<file path="config.mk">
export PLATFORM = sky130hd
export DESIGN_NAME = fetch_decode_stage_flat
export DESIGN_NICKNAME = d
export VERILOG_FILES = /design/src/rtl/riscv_pkg.sv /design/src/rtl/fetch_decode_stage_if.sv /design/src/rtl/fetch_decode_stage_if_id_reg.sv /design/src/rtl/fetch_decode_stage.sv /design/src/flat_wrapper.sv
export SDC_FILE = /design/constraint.sdc
export NUM_CORES = 1
export LEC_CHECK = 0
export CAP_MARGIN = 20
export CORE_UTILIZATION = 34
export CTS_BUF_LIST = sky130_fd_sc_hd__clkbuf_2 sky130_fd_sc_hd__clkbuf_4 sky130_fd_sc_hd__clkbuf_8
export DETAILED_ROUTE_END_ITERATION = 8
export PLACE_DENSITY = 0.7
export SLEW_MARGIN = 20
export SYNTH_ARGS = -nofsm -noshare
export SYNTH_HDL_FRONTEND = slang
export SYNTH_SLANG_ARGS = --single-unit
export TNS_END_PERCENT = 20
</file>
<file path="constraint.sdc">
create_clock -name clk -period 3.7 [get_ports clk]
set_input_delay 0.555 -clock clk [delete_from_list [all_inputs] [get_ports clk]]
set_output_delay 0.555 -clock clk [all_outputs]
set_load 0.01 [all_outputs]
</file>
<file path="src/rtl/riscv_pkg.sv">
// Shared constants and types for the RISC-V fetch/decode slice.
//   XLEN_DEFAULT     - datapath / PC width
//   RESET_PC_DEFAULT - PC value after reset
//   NOP_INSTR        - bubble instruction, addi x0,x0,0
//   if_id_t          - contents of the IF/ID pipeline register
package riscv_pkg;

  localparam int XLEN_DEFAULT = 32;
  localparam logic [XLEN_DEFAULT-1:0] RESET_PC_DEFAULT = 32'h0000_0000;
  localparam logic [31:0] NOP_INSTR = 32'h0000_0013;

  typedef struct packed {
    logic [31:0]             instr;
    logic [XLEN_DEFAULT-1:0] pc;
    logic [XLEN_DEFAULT-1:0] pc_plus4;
    logic                    valid;
  } if_id_t;

endpackage

</file>
<file path="src/rtl/fetch_decode_stage_if.sv">
// Signal bundle between the fetch/decode stage and the rest of the core
// (hazard unit, Execute redirect, instruction memory, ID/EX register).
//   slave  : the fetch_decode_stage side
//   master : the core / testbench side
// With FETCH_PERF_CNT_EN defined the bundle also carries the
// StallCntF / FlushCntD performance counters.
interface fetch_decode_stage_if #(
  parameter int XLEN = riscv_pkg::XLEN_DEFAULT
) ();

  logic            StallF;
  logic            StallD;
  logic            FlushD;
  logic            PCSrcE;
  logic [XLEN-1:0] PCTargetE;
  logic [XLEN-1:0] PCF;
  logic [31:0]     InstrF;
  logic [31:0]     InstrD;
  logic [XLEN-1:0] PCD;
  logic [XLEN-1:0] PCPlus4D;
  logic            ValidD;
`ifdef FETCH_PERF_CNT_EN
  logic [31:0]     StallCntF;
  logic [31:0]     FlushCntD;
`endif

  modport slave (
    input  StallF, StallD, FlushD, PCSrcE, PCTargetE, InstrF,
    output PCF, InstrD, PCD, PCPlus4D, ValidD
`ifdef FETCH_PERF_CNT_EN
    , output StallCntF, FlushCntD
`endif
  );

  modport master (
    output StallF, StallD, FlushD, PCSrcE, PCTargetE, InstrF,
    input  PCF, InstrD, PCD, PCPlus4D, ValidD
`ifdef FETCH_PERF_CNT_EN
    , input StallCntF, FlushCntD
`endif
  );

endinterface

</file>
<file path="src/rtl/fetch_decode_stage_if_id_reg.sv">
// IF/ID pipeline register.
//   clk, rst_n : clock, async active-low reset (resets to a bubble)
//   stall      : hold current contents
//   flush      : load a bubble; wins over stall
//   d_in       : fetch-side {instr, pc, pc_plus4, valid}
//   d_out      : decode-side registered contents
module if_id_reg #(
  parameter logic [31:0] NOP_INSTR = riscv_pkg::NOP_INSTR
) (
  input  logic              clk,
  input  logic              rst_n,
  input  logic              stall,
  input  logic              flush,
  input  riscv_pkg::if_id_t d_in,
  output riscv_pkg::if_id_t d_out
);

  import riscv_pkg::*;

  if_id_t if_id_d, if_id_q;
  if_id_t bubble;

  always_comb begin
    bubble          = '0;
    bubble.instr    = NOP_INSTR;
  end

  always_comb begin
    if_id_d = if_id_q;
    if (flush) begin
      if_id_d = bubble;
    end else if (!stall) begin
      if_id_d = d_in;
    end
  end

  always_ff @(posedge clk or negedge rst_n) begin
    if (!rst_n) begin
      if_id_q <= bubble;
    end else begin
      if_id_q <= if_id_d;
    end
  end

  assign d_out = if_id_q;

endmodule

</file>
<file path="src/rtl/fetch_decode_stage.sv">
// Fetch stage plus IF/ID register of the 5-stage RISC-V core.
// Holds the PC, forms PC+4, picks the next PC (redirect > stall > PC+4)
// and registers the fetched instruction into the Decode-stage signals.
//   clk, rst_n : clock, async active-low reset
//   bus        : fetch_decode_stage_if.slave (hazard controls, redirect,
//                instruction memory address/data, Decode outputs)
// Optional macro FETCH_PERF_CNT_EN adds StallCntF / FlushCntD counters.
// XLEN must equal riscv_pkg::XLEN_DEFAULT because if_id_t is fixed-width.
module fetch_decode_stage #(
  parameter int              XLEN      = riscv_pkg::XLEN_DEFAULT,
  parameter logic [XLEN-1:0] RESET_PC  = riscv_pkg::RESET_PC_DEFAULT,
  parameter logic [31:0]     NOP_INSTR = riscv_pkg::NOP_INSTR
) (
  input logic                 clk,
  input logic                 rst_n,
  fetch_decode_stage_if.slave bus
);

  import riscv_pkg::*;

  logic [XLEN-1:0] pc_d, pc_q;
  logic [XLEN-1:0] pc_plus4;
  if_id_t          if_id_in, if_id_out;

  // Wraps silently at the top of the address space.
  assign pc_plus4 = pc_q + XLEN'(4);

  // Redirect beats stall so a taken branch is never dropped.
  always_comb begin
    pc_d = pc_plus4;
    if (bus.PCSrcE) begin
      pc_d = bus.PCTargetE;
    end else if (bus.StallF) begin
      pc_d = pc_q;
    end
  end

  always_ff @(posedge clk or negedge rst_n) begin
    if (!rst_n) begin
      pc_q <= RESET_PC;
    end else begin
      pc_q <= pc_d;
    end
  end

  always_comb begin
    if_id_in          = '0;
    if_id_in.instr    = bus.InstrF;
    if_id_in.pc       = pc_q;
    if_id_in.pc_plus4 = pc_plus4;
    if_id_in.valid    = 1'b1;
  end

  if_id_reg #(
    .NOP_INSTR (NOP_INSTR)
  ) u_if_id_reg (
    .clk   (clk),
    .rst_n (rst_n),
    .stall (bus.StallD),
    .flush (bus.FlushD),
    .d_in  (if_id_in),
    .d_out (if_id_out)
  );

  assign bus.PCF      = pc_q;
  assign bus.InstrD   = if_id_out.instr;
  assign bus.PCD      = if_id_out.pc;
  assign bus.PCPlus4D = if_id_out.pc_plus4;
  assign bus.ValidD   = if_id_out.valid;

`ifdef FETCH_PERF_CNT_EN
  logic [31:0] stall_cnt_d, stall_cnt_q;
  logic [31:0] flush_cnt_d, flush_cnt_q;

  // A stall cycle that is overridden by a redirect is not a lost cycle.
  always_comb begin
    stall_cnt_d = stall_cnt_q;
    flush_cnt_d = flush_cnt_q;
    if (bus.StallF && !bus.PCSrcE) begin
      stall_cnt_d = stall_cnt_q + 32'd1;
    end
    if (bus.FlushD) begin
      flush_cnt_d = flush_cnt_q + 32'd1;
    end
  end

  always_ff @(posedge clk or negedge rst_n) begin
    if (!rst_n) begin
      stall_cnt_q <= '0;
      flush_cnt_q <= '0;
    end else begin
      stall_cnt_q <= stall_cnt_d;
      flush_cnt_q <= flush_cnt_d;
    end
  end

  assign bus.StallCntF = stall_cnt_q;
  assign bus.FlushCntD = flush_cnt_q;
`endif

endmodule

</file>
<file path="src/flat_wrapper.sv">
// flat-port wrapper written by rule: the top's interface ports become plain ports
module fetch_decode_stage_flat import riscv_pkg::*;
#(
  parameter int              XLEN      = riscv_pkg::XLEN_DEFAULT,
  parameter logic [XLEN-1:0] RESET_PC  = riscv_pkg::RESET_PC_DEFAULT,
  parameter logic [31:0]     NOP_INSTR = riscv_pkg::NOP_INSTR
)
  (clk, rst_n, bus_StallF, bus_StallD, bus_FlushD, bus_PCSrcE, bus_PCTargetE, bus_InstrF, bus_PCF, bus_InstrD, bus_PCD, bus_PCPlus4D, bus_ValidD);
  fetch_decode_stage_if #(.XLEN(XLEN)) bus_i ();
  input logic clk;
  input logic rst_n;
  input wire logic [$bits(bus_i.StallF)-1:0] bus_StallF;
  input wire logic [$bits(bus_i.StallD)-1:0] bus_StallD;
  input wire logic [$bits(bus_i.FlushD)-1:0] bus_FlushD;
  input wire logic [$bits(bus_i.PCSrcE)-1:0] bus_PCSrcE;
  input wire logic [$bits(bus_i.PCTargetE)-1:0] bus_PCTargetE;
  input wire logic [$bits(bus_i.InstrF)-1:0] bus_InstrF;
  output wire logic [$bits(bus_i.PCF)-1:0] bus_PCF;
  output wire logic [$bits(bus_i.InstrD)-1:0] bus_InstrD;
  output wire logic [$bits(bus_i.PCD)-1:0] bus_PCD;
  output wire logic [$bits(bus_i.PCPlus4D)-1:0] bus_PCPlus4D;
  output wire logic [$bits(bus_i.ValidD)-1:0] bus_ValidD;
  assign bus_i.StallF = bus_StallF;
  assign bus_i.StallD = bus_StallD;
  assign bus_i.FlushD = bus_FlushD;
  assign bus_i.PCSrcE = bus_PCSrcE;
  assign bus_i.PCTargetE = bus_PCTargetE;
  assign bus_i.InstrF = bus_InstrF;
  assign bus_PCF = bus_i.PCF;
  assign bus_InstrD = bus_i.InstrD;
  assign bus_PCD = bus_i.PCD;
  assign bus_PCPlus4D = bus_i.PCPlus4D;
  assign bus_ValidD = bus_i.ValidD;
  fetch_decode_stage #(.XLEN(XLEN), .RESET_PC(RESET_PC), .NOP_INSTR(NOP_INSTR)) u_core (.clk(clk), .rst_n(rst_n), .bus(bus_i));
endmodule
</file>
==> flow_summary_export.csv <==
group,metric,value,unit
floorplanning,design.portCount,199,
job,maxCapViolCount,0,
worst_setup_path,path_cells,"nand4_4 -> or4_1 -> or4_1 -> and3_1",
sta,drv_slew,0,
place,portBuffers,198,
drt,wl_per_cell,17.23,microns
clocking,root_buffer,"clkbuf_8",
sta,finalClockSkew,0.01450,ns
finish,layout_common_cells,"clkdlybuf4s50_1 (195), dfrtp_1 (124), nor2_1 (103)",
worst_setup_path,cp_max_fo,18,
finish,regArea,0.003182,sq mm
sta,hold_violations,0,
pwr,power.share.switching,26.75,%
pwr,power_frac_comb,18.0,%
finish,layout_commonest_cell,"clkdlybuf4s50_1",
finish,drive_above_1_share,6.962,%
logic_synthesis,ys_types,46,
place,dp_hpwl,11.66,mm
sta,max_freq,393.6,MHz
global_route,grt_usage,19.21,%
drt,via_per_inst,5.177,
floorplanning,initial_utilization,35.09,%
worst_setup_path,crit_path_end_kind,"register",
floorplanning,chipHeight,136.1,microns
place,place_congestion,0.7581,
clocking,postCtsSetupBuffers,0,
clocking,cts_made_buffers,17,
logic_synthesis,syn_nets,683,
floorplanning,rows,48,
drt,drc,0,
clocking,cts-resized-gates,0,
finish,fill_cells,1632,
clocking,clk_latency,0.45,ns
drt,drt_first_pass_iters,4,
drt,vias,5265,
sta,maxSlewHeadroom,30.16,%
finish,final_util,49.72,%
outcome,status,"finished, final reports clean",
sta,setup_tns,0,ns
logic_synthesis,syn_inst,612,
clocking,hold_buffers,0,
sta,fin_crit,2.541,ns
worst_hold_path,hold_path.class,"in -> async",
pwr,powerDensity,425.0,mW/mm^2
floorplanning,dieWidth,136.1,microns
floorplanning,core_area,0.01742,sq mm
pwr,leakagePower,3.559,nW
global_route,overflow,0,
drt,drt-total-wl,17.52,mm
finish,multi_input_area,0.002634,sq mm
sta,rsz0062_at_grt,"no",
logic_synthesis,synth_ff_type,"dfrtp_1",
pwr,p_int,0.002696,W
clocking,clkTransAtPathRegs,0.08,ns
pwr,ir_drop,0.0002720,V
worst_setup_path,path_class,"reg -> reg",
global_route,grt_pass1_vias,5063,
logic_synthesis,synthesis.area,0.006112,sq mm
logic_synthesis,synth-edff-count,0,
logic_synthesis,syn_avg_cell_area,9.987,sq um
global_route,grt_pass1_wl,27.23,mm
finish,final_nets,849,
pwr,p_clk_share,38.3,%
worst_setup_path,critPathLaunchType,"register",
pwr,p_seq_share,43.7,%
global_route,grt_max_degree,96,
finish,area_growth,41.68,%
global_route,antenna_found_initial,2,
floorplanning,die_area,0.01852,sq mm
logic_synthesis,synth-seq-cells,127,
pwr,switchingPower,0.0009846,W
clocking,cts_sinks,127,
logic_synthesis,ys_seq_area_share,52.06,%
place,dpl_cell_area,0.008193,sq mm
worst_setup_path,slowest_stage,"or4_1",
worst_setup_path,arrival,2.87,ns
drt,detail-route-antenna-nets,0,
clocking,cts-htree-levels,4,
sta,finalCritPeriodShare,68.67,%
worst_setup_path,max_stage_delay,0.83,ns
logic_synthesis,yosysWarningCount,0,
drt,drt_iter0_drc,240,
worst_setup_path,cp_common_cell,"or4_1",
sta,tightest_slew,1.048,ns
clocking,cts_tree,"yes",
clocking,clockBufferDepth,2,
worst_setup_path,cp_data_required_time,4.03,ns
logic_synthesis,async_flop_share,100.0,%
sta,finalSetupViolCount,0,
sta,whs,0.1670,ns
finish,fin_area,0.008660,sq mm
==> power groups by stage <==
stage	Clock (W)	Sequential (W)	Combinational, W
CTS	0.00145	0.00161	0.000671
finish	0.00141	0.00161	0.000663
global placement	0	0.00163	0.000664
global route	0.00150	0.00163	0.000725
detailed placement	0	0.00163	0.000668
floorplan	0	0.00164	0.000265
==> kinds of logic (layout without fill, tap and decap cells) <==
group	Yosys count	count (layout)	synth area share, %
and+or+nand+nor	234	234	18.98
DFF	127	127	52.06
AOI/OAI and AO/OA	98	98	11.03
buffers and inverters	71	249	4.851
muxes	60	60	9.867
xor gates and xnor gates	21	21	3.009
adders and majority gates	1	1	0.2047
other	0	2	0
==> layer usage <==
metal / part of all wire [%] / vias to the layer above / wire length (microns) / global-route usage (%)
met2: 46 / 172 / 8146 / 30.34
met1: 44 / 2556 / 7641 / 24.32
met3: 8.8 / 12 / 1543 / 6.450
met5: 0 / - / 0 / 0
li1: - / 2525 / - / -
met4: 1.1 / 0 / 191 / 6.975
==> sequential cells by signal (all words and copies together), names as in the netlist <==
| register | cells |
|---|---|
| u_core.u_if_id_reg.d_out | 95 |
| u_core.bus.PCF | 32 |
==> area by class of cell <==
class / count / area share [%]
flip-flops and latches: 127 / 36.74
clock buffers: 21 / 3.193
clock inverters: 10 / 2.138
well taps: 225 / 3.251
inverters: 12 / 0.5202
repair buffers: 206 / 23.68
multi-input cells: 414 / 30.41
diodes: 2 / 0.05780
==> stage by stage <==
stage               setup WS, ns  total power [W]  instances
CTS                        1.135         0.003727       1015
floorplan                  1.460         0.001906        612
finish                     1.159         0.003681       1017
global placement           1.186         0.002296        984
global route              0.9665         0.003847       1017
detailed placement         1.152         0.002303        984
==> worst paths after layout <==
| check | startpoint | to | slack [ns] | cells past startpoint |
|---|---|---|---|---|
| max in group asynchronous | rst_n | u_core.u_if_id_reg.d_out[48] | 2.80 | 2 |
| setup reg to reg | u_core.bus.PCF[6] | u_core.u_if_id_reg.d_out[28] | 1.16 | 4 |
| hold reg to reg | u_core.u_if_id_reg.d_out[72] | u_core.u_if_id_reg.d_out[72] | 0.52 | 2 |
| hold / removal | rst_n | u_core.u_if_id_reg.d_out[31] | 0.17 | 1 |
| setup / recovery | u_core.bus.PCF[6] | u_core.u_if_id_reg.d_out[28] | 1.16 | 4 |
| min in group clk | u_core.u_if_id_reg.d_out[72] | u_core.u_if_id_reg.d_out[72] | 0.52 | 2 |
==> worst max-delay path, delay by kind of cell, from the launching register on <==
family	cells	cell delay, ns
flip-flops	1	0.53
AND/OR/NAND/NOR	4	1.88
==> synth_stat cells, drive strengths merged, types with 11 or more instances <==
cell type,number,share of area (%)
dfrtp,124,51
nor2,103,6.3
mux2i,58,9.5
clkbuf,46,2.9
nand2,45,2.8
or4,24,3.0
o21ai,23,1.9
xnor2,18,2.6
a311oi,15,2.1
buf,13,1.2
o31ai,13,1.6
inv,12,0.74
a31oi,11,1.1
nor4,11,1.2
or3,11,1.1
Note: power is estimated with default switching activity, not from simulation.
